**config.mk**
```make
export PLATFORM = sky130hd
export DESIGN_NAME = matmul_controller
export DESIGN_NICKNAME = d
export VERILOG_FILES = /design/src/rtl/matmul_pkg.sv /design/src/rtl/matmul_index_gen.sv /design/src/rtl/matmul_controller.sv
export SDC_FILE = /design/constraint.sdc
export NUM_CORES = 1
export LEC_CHECK = 0
export CORE_UTILIZATION = 31
export CTS_CLUSTER_DIAMETER = 120
export DETAILED_ROUTE_END_ITERATION = 10
export PLACE_DENSITY = 0.88
export SYNTH_ARGS = -nofsm -noshare
export SYNTH_HDL_FRONTEND = slang
export SYNTH_SLANG_ARGS = --single-unit
```
**constraint.sdc**
```tcl
create_clock -name clk -period 1.6 [get_ports clk]
set_input_delay 0.32 -clock clk [delete_from_list [all_inputs] [get_ports clk]]
set_output_delay 0.32 -clock clk [all_outputs]
set_load 0.05 [all_outputs]
```
**src/rtl/matmul_pkg.sv**
```systemverilog
// Shared types and widths for the matrix-multiply controller and its index generator.
package matmul_pkg;

    localparam int OP_W  = 8;
    localparam int ACC_W = 32;

    typedef enum logic [2:0] {
        ST_IDLE  = 3'd0,
        ST_ISSUE = 3'd1,
        ST_WAIT  = 3'd2,
        ST_WRITE = 3'd3,
        ST_DONE  = 3'd4
    } state_t;

endpackage

```
**src/rtl/matmul_index_gen.sv**
```systemverilog
// Nested i/j/k loop counters: k walks the dot product, j then i walk the output element.
module matmul_index_gen #(
    parameter int DIM = 4,
    parameter int CW  = 4
) (
    input  logic          clk,
    input  logic          reset_n,
    input  logic          clr,
    input  logic          step_k,
    input  logic          step_ij,
    output logic [CW-1:0] i,
    output logic [CW-1:0] j,
    output logic [CW-1:0] k,
    output logic          k_last,
    output logic          ij_last
);

    localparam logic [CW-1:0] LAST = CW'(DIM - 1);

    assign k_last  = (k == LAST);
    assign ij_last = (i == LAST) && (j == LAST);

    always_ff @(posedge clk or negedge reset_n) begin
        if (!reset_n) begin
            i <= '0;
            j <= '0;
            k <= '0;
        end else if (clr) begin
            i <= '0;
            j <= '0;
            k <= '0;
        end else begin
            if (step_k) begin
                k <= k_last ? '0 : k + 1'b1;
            end
            if (step_ij) begin
                if (j == LAST) begin
                    j <= '0;
                    i <= (i == LAST) ? '0 : i + 1'b1;
                end else begin
                    j <= j + 1'b1;
                end
            end
        end
    end

endmodule

```
**src/rtl/matmul_controller.sv**
```systemverilog
// Sequences an external signed MAC over row-major A/B memories to produce C = A x B.
module matmul_controller
    import matmul_pkg::*;
#(
    parameter int DIM = 4,
    parameter int AW  = 4
) (
    input  logic             clk,
    input  logic             reset_n,
    input  logic             start,
    output logic             busy,
    output logic             done,
    output logic [AW-1:0]    a_addr,
    output logic [AW-1:0]    b_addr,
    output logic             rd_en,
    input  logic [OP_W-1:0]  a_rdata,
    input  logic [OP_W-1:0]  b_rdata,
    output logic [OP_W-1:0]  mac_a,
    output logic [OP_W-1:0]  mac_b,
    output logic             mac_enable,
    output logic             mac_start,
    input  logic [ACC_W-1:0] mac_acc,
    output logic [AW-1:0]    c_addr,
    output logic [ACC_W-1:0] c_data,
    output logic             c_we
);

    localparam logic [AW-1:0] DIM_W = AW'(DIM);

    state_t        state;
    logic          issue_v;
    logic          issue_first;
    logic [AW-1:0] i;
    logic [AW-1:0] j;
    logic [AW-1:0] k;
    logic          k_last;
    logic          ij_last;
    logic          clr;
    logic          step_k;
    logic          step_ij;

    assign clr     = (state == ST_IDLE) && start;
    assign step_k  = (state == ST_ISSUE);
    assign step_ij = (state == ST_WRITE);

    matmul_index_gen #(
        .DIM (DIM),
        .CW  (AW)
    ) u_index_gen (
        .clk     (clk),
        .reset_n (reset_n),
        .clr     (clr),
        .step_k  (step_k),
        .step_ij (step_ij),
        .i       (i),
        .j       (j),
        .k       (k),
        .k_last  (k_last),
        .ij_last (ij_last)
    );

    assign a_addr = i * DIM_W + k;
    assign b_addr = k * DIM_W + j;
    assign c_addr = i * DIM_W + j;

    assign mac_a      = a_rdata;
    assign mac_b      = b_rdata;
    assign mac_enable = issue_v;
    assign mac_start  = issue_first;
    assign c_data     = mac_acc;

    // Outputs are registered alongside the state, so each branch sets them for the state it enters.
    always_ff @(posedge clk or negedge reset_n) begin
        if (!reset_n) begin
            state       <= ST_IDLE;
            busy        <= 1'b0;
            done        <= 1'b0;
            rd_en       <= 1'b0;
            c_we        <= 1'b0;
            issue_v     <= 1'b0;
            issue_first <= 1'b0;
        end else begin
            issue_v     <= (state == ST_ISSUE);
            issue_first <= (state == ST_ISSUE) && (k == '0);
            done        <= 1'b0;
            c_we        <= 1'b0;
            case (state)
                ST_IDLE: begin
                    if (start) begin
                        state <= ST_ISSUE;
                        busy  <= 1'b1;
                        rd_en <= 1'b1;
                    end
                end
                ST_ISSUE: begin
                    if (k_last) begin
                        state <= ST_WAIT;
                        rd_en <= 1'b0;
                    end
                end
                ST_WAIT: begin
                    state <= ST_WRITE;
                    c_we  <= 1'b1;
                end
                ST_WRITE: begin
                    if (ij_last) begin
                        state <= ST_DONE;
                        done  <= 1'b1;
                    end else begin
                        state <= ST_ISSUE;
                        rd_en <= 1'b1;
                    end
                end
                ST_DONE: begin
                    state <= ST_IDLE;
                    busy  <= 1'b0;
                end
                default: begin
                    state <= ST_IDLE;
                    busy  <= 1'b0;
                    rd_en <= 1'b0;
                end
            endcase
        end
    end

endmodule
```
==> results.ini, run 1 <==
[clock_network]
cts_tree = done
clock-root-buffer = clkbuf_8
path_clk_slew_ps = 80
cts_htree_levels = 1
cts.sinks = 21
clockBufferDepth = 2
clk_latency_ps = 260
numCtsBuffers = 3

[finish]
final_layout_size_suffix_gt1_share_pct = 47.1
seqCellArea_um2 = 532
diodes = 0
fillers = 458
finalNetCount = 212
final_util_pct = 39.9
synthToLayoutAreaGrowth_pct = 22.6
final_common_cell = buf_4
multi_input_area_um2 = 721
final_cell_mix = buf_4 (25), dfrtp_1 (16), buf_12 (14), o21ai_0 (8), nor2_1 (6)

[pwr]
p_int_uw = 1680
vdd_drop_max_mv = 0.859
pwr_density_cell_mw_per_mm2 = 1550
leakagePower_uw = 0.000822
combinationalPowerShare_pct = 62.9
seqPwrFrac_pct = 25.1
power_switching_uw = 1290
switching_share_pct = 43.4
clock_power_share_pct = 12.1

[route]
vias_per_cell = 4.87
drt_wl_total_um = 3370
wl_per_cell_um = 15.3
drc_errors = 0
firstDrtPassIters = 4
vias = 1072
postRouteAntennaNets = 0
drt_first_iter_violations = 83

[setup_path]
crit_family = flip-flops
worst_ep_required_time_ps = 1280
cpMostUsedCell = xnor2_2
arrival_ps = 1410
crit_buf_inv = 1
critPathKind = reg2out
slowest_delay_ps = 450
path_cells = ha_2 -> xnor2_2 -> xnor2_2 -> buf_12
start_kind = flop
crit_path_max_fanout = 3
critical_path.endpoint_type = primary output
crit_path_top_delay_cell = dfrtp_2

[yosys]
syn-num-nets = 223
synth_cell_types = 37
synth_edf_count = 0
synthTopCellsByArea = dfrtp_1 (34%), buf_4 (26%), ha_1 (5.6%), xnor2_1 (3.4%), o21ai_0 (2.9%)
ys.flop_type = dfrtp_1
yosysWarnings = 0
postSynthCellCount = 165
synth_largest_area_cell = dfrtp_1
synthSimpleGateAreaFrac_pct = 16.5
synthMuxAreaShare_pct = 2.73
synth_compound_area_share_pct = 8.91
syn_area_per_cell_um2 = 9.45
synth.top_cell.area_share_pct = 33.7
synth_xor_area_share_pct = 3.93
netlist_area_mm2 = 0.00156
async_flop_share_pct = 100
yosys.area_share.adder_pct = 5.62
ys_ff_latch = 21
ys_seq_area_share_pct = 33.7
synth_top_family_by_area = buffers and inverters

[timing]
fmax_mhz = 577
setup_viol = 3
setup_ws_ps = -133
fin_crit_sh_pct = 108
hold_slack_ps = 396
relSlewSlack_pct = 71.1
tightest_slew_ps = 434
slew_violations = 0
period_minus_slack_ps = 1730
skew_ps = 3.27
hold_viol_final = 0
rsz0062_at_grt = yes

[place]
place.port_buffers = 20
hpwlAfterDp_um = 2400
gp_congestion = 0.845

[die]
boundaryPins = 117
coreArea_mm2 = 0.00479
die_y_um = 72.9
rows = 25
dieArea_mm2 = 0.00532
die-width_um = 72.9
start_util_pct = 32.6

[min_path]
hp-class = in2async

[global_routing]
grt_max_degree = 22
antenna_found_initial = 0
grt_first_pass_wirelength_um = 5150
grt_pass1_vias = 1047
grt_util_all_layers_pct = 13.1
grt_overflow_total = 0

[run_status]
run_status = finished, violations left
violations = setup timing

[run]
cap_violations = 0

cell type report:
| cell class | instances | area share (%) |
|---|---|---|
| inverter | 5 | 0.982 |
| tap | 67 | 4.39 |
| clock buffer | 4 | 2.36 |
| timing repair buffer | 43 | 26.7 |
| sequential | 21 | 27.8 |
| multi-input combinational | 80 | 37.7 |
power by group through the flow:
stage | logic, uW | registers (uW) | clock network, uW
final | 1870 | 744 | 358
after global routing | 1950 | 758 | 392
after CTS | 1820 | 736 | 370
after detailed placement | 1760 | 750 | 0
after global placement | 1730 | 745 | 0
after floorplan | 1200 | 887 | 0
timing repair:
action                                  4_1_cts  5_1_grt
endpoints found under the setup margin        5       10
hold buffers                                  0        0
endpoints found under the hold margin         0        0
setup buffers                                 3        2
pin swaps                                     3        9
gates resized for setup                       9       18
stage by stage:
step	cell area (um2)	instances	power [uW]	TNS [ps]	setup WS, ps
floorplan	1580	165	2090	-16.7	-16.7
global placement	1710	212	2470	-380	-151
detailed placement	1710	212	2510	-507	-192
CTS	1820	219	2930	-416	-149
global route	1910	220	3100	-530	-185
finish	1910	220	2970	-345	-133
synthesized netlist by cell type, types with 2 or more instances:
library cell,number
a22o_1,3
inv_1,5
xnor2_1,6
o21ai_0,9
nor4b_1,2
nand3_1,5
nand2b_1,4
buf_4,54
or3b_2,2
buf_2,3
ha_1,7
nor2_1,7
nand2_1,2
dfrtp_1,21
mux2_2,2
mux2i_1,2
clkbuf_1,2
nand3b_1,2
nor3_1,3
a21oi_1,6
nor2b_1,2
path summary, 6_finish.rpt:
kind	slack, ps	startpoint	to	cells after the start
setup reg to reg	20	u_index_gen.j[3]	u_index_gen.i[3]	3
hold reg to reg	570	state[0]	state[1]	1
setup / recovery	-130	u_index_gen.j[2]	b_addr[3]	4
max in group asynchronous	950	reset_n	u_index_gen.i[0]	2
hold / removal	400	reset_n	mac_enable	2
min in group clk	570	state[0]	state[1]	1
state kept, by name (all words and copies together), names as in the netlist:
signal and count:
u_index_gen.i 4, u_index_gen.j 4, u_index_gen.k 4, state 3, busy 1, c_we 1
done 1, mac_enable 1, mac_start 1, rd_en 1
worst register-to-register path, delay by kind of cell, from the launching register on:
kind	cells	cell delay, ps
simple gates	2	820
flops	1	540
compound gates	1	150
metal layers:
layer | wire (um) | vias up | GRT usage, %
li1 | - | 485 | -
met1 | 1270 | 542 | 13.6
met2 | 1870 | 39 | 24.1
met3 | 173 | 6 | 3.31
met4 | 58 | 0 | 7.19
met5 | 0 | - | 0
cells by family (layout without fill, tap and decap cells):
group                    count (synthesis)  count (layout)
XOR/XNOR                                 7               7
flip-flops                              21              21
AO/OA/AOI/OAI                           23              23
AND/OR/NAND/NOR                         39              39
adder cells (fa/ha/maj)                  7               7
buffers and inverters                   64              52
multiplexers                             4               4
No activity file was read; power rests on OpenSTA's default activity.
==> run 2, diff against run 1 <==
Settings changed: CORE_ASPECT_RATIO set to 1.4, SKIP_LAST_GASP set to 1.
==> results.ini, run 2 (same netlist as run 1, synthesis figures left out) <==
[run_status]
run_status = finished, violations left
violations = setup timing

[global_routing]
grt_use_met3_pct = 5.28
grt_util_all_layers_pct = 15.1
grt_use_met1_pct = 14.2
grt_max_degree = 22
antenna_found_initial = 0
grt_first_pass_wirelength_um = 5760
top_usage_layer = met2
grt_pass1_vias = 1140
grt_overflow_total = 0
met2_usage_pct = 24.2

[setup_path]
crit_path_max_fanout = 3
start_kind = flop
critical_path.endpoint_type = primary output
critPathKind = reg2out
arrival_ps = 1380
worst_ep_required_time_ps = 1280

[die]
die_y_um = 85.9
rows = 30
die-width_um = 61.9
start_util_pct = 32.2
coreArea_mm2 = 0.00484
boundaryPins = 117
dieArea_mm2 = 0.00532

[route]
drt_wl_total_um = 4010
firstDrtPassIters = 4
vias_per_cell = 5.11
drc_errors = 0
drt_first_iter_violations = 40
wl_per_cell_um = 18.4
postRouteAntennaNets = 0
vias = 1115

[pwr]
power.total_uw = 2960
clock_power_share_pct = 11.9
seqPwrFrac_pct = 25.2
combinationalPowerShare_pct = 62.9
pwr_density_cell_mw_per_mm2 = 1540
p_int_uw = 1640
vdd_drop_max_mv = 0.538
power_switching_uw = 1310
switching_share_pct = 44.4
leakagePower_uw = 0.000831

[timing]
fin_crit_sh_pct = 107
relSlewSlack_pct = 72.1
hold_slack_ps = 403
tightest_slew_ps = 414
period_minus_slack_ps = 1700
slew_violations = 0
skew_ps = 0.423
fmax_mhz = 587
rsz0062_at_grt = yes
hold_viol_final = 0
setup_ws_ps = -104
setup_viol = 3

[clock_network]
path_clk_slew_ps = 70
clockBufferDepth = 2
cts_htree_levels = 1
clock-root-buffer = clkbuf_8
hold_buffers = 0
clk_latency_ps = 260
cts.sinks = 21
cts_tree = done
numCtsBuffers = 3

[finish]
final_layout_size_suffix_gt1_share_pct = 47.4
largestRegisters = u_index_gen.i x4, u_index_gen.j x4, u_index_gen.k x4
final_common_cell = buf_4
finalNetCount = 213
fillers = 432
synthToLayoutAreaGrowth_pct = 23.6
final_cell_mix = buf_4 (26), dfrtp_1 (17), buf_12 (14), o21ai_0 (8)
diodes = 0

[min_path]
hp-class = in2async

[place]
gp_congestion = 0.867
place.port_buffers = 20
hpwlAfterDp_um = 2850

[run]
cap_violations = 0

run 2: changes by cell type in the layout (fill, tap and decap cells not counted), sizes merged:
cell,change
buf,+1
run 2: what timing repair did:
action | 4_1_cts | 5_1_grt
buffers inserted | 3 | 5
endpoints found under the setup margin | 3 | 8
resized for setup | 12 | 14
pin swaps | 5 | 6
run 2: area by class of cell:
class	instances	area (um2)	share of cell area (%)
inverter	5	18.8	0.974
clock buffer	4	45.0	2.34
sequential	21	531	27.5
tap	64	80.1	4.16
multi-input combinational	80	734	38.1
timing repair buffer	44	518	26.9
run 2: per-stage QoR:
| stage | setup TNS, ps | instance area [um2] | setup WS (ps) | std cells | util [%] |
|---|---|---|---|---|---|
| after floorplan | -16.7 | 1580 | -16.7 | 165 | - |
| after global placement | -450 | 1690 | -169 | 207 | 34.9 |
| after detailed placement | -529 | 1690 | -199 | 207 | 34.9 |
| after CTS | -467 | 1820 | -148 | 214 | 37.7 |
| after global routing | -502 | 1930 | -164 | 218 | 39.8 |
| final | -308 | 1930 | -104 | 218 | 39.8 |
run 2: final timing paths:
| kind | cells past startpoint | start | slack (ps) | endpoint |
|---|---|---|---|---|
| min in group clk | 1 | u_index_gen.k[3] | 520 | mac_start |
| max in group asynchronous | 2 | reset_n | 960 | u_index_gen.i[0] |
| setup / recovery | 4 | u_index_gen.i[0] | -100 | c_addr[3] |
| setup reg to reg | 3 | state[0] | 30 | u_index_gen.j[0] |
| hold / removal | 2 | reset_n | 400 | u_index_gen.k[2] |
| hold reg to reg | 1 | u_index_gen.k[3] | 520 | mac_start |
run 2: routing by layer:
metal | wire, um | vias up
met5 | 0 | -
met4 | 307 | 0
met3 | 431 | 50
met2 | 2050 | 39
met1 | 1220 | 539
li1 | - | 487
run 2: critical path, cell delays in order (launching register included):
cell,delay [ps]
dfrtp_2,460
ha_4,180
xnor2_2,130
xnor2_2,180
buf_12,160
run 2: power groups by stage:
stage	sequential (uW)	clock, uW	combinational (uW)
floorplan	887	0	1200
global placement	727	0	1720
detailed placement	736	0	1770
CTS	734	360	1800
global route	762	381	1970
finish	745	353	1860
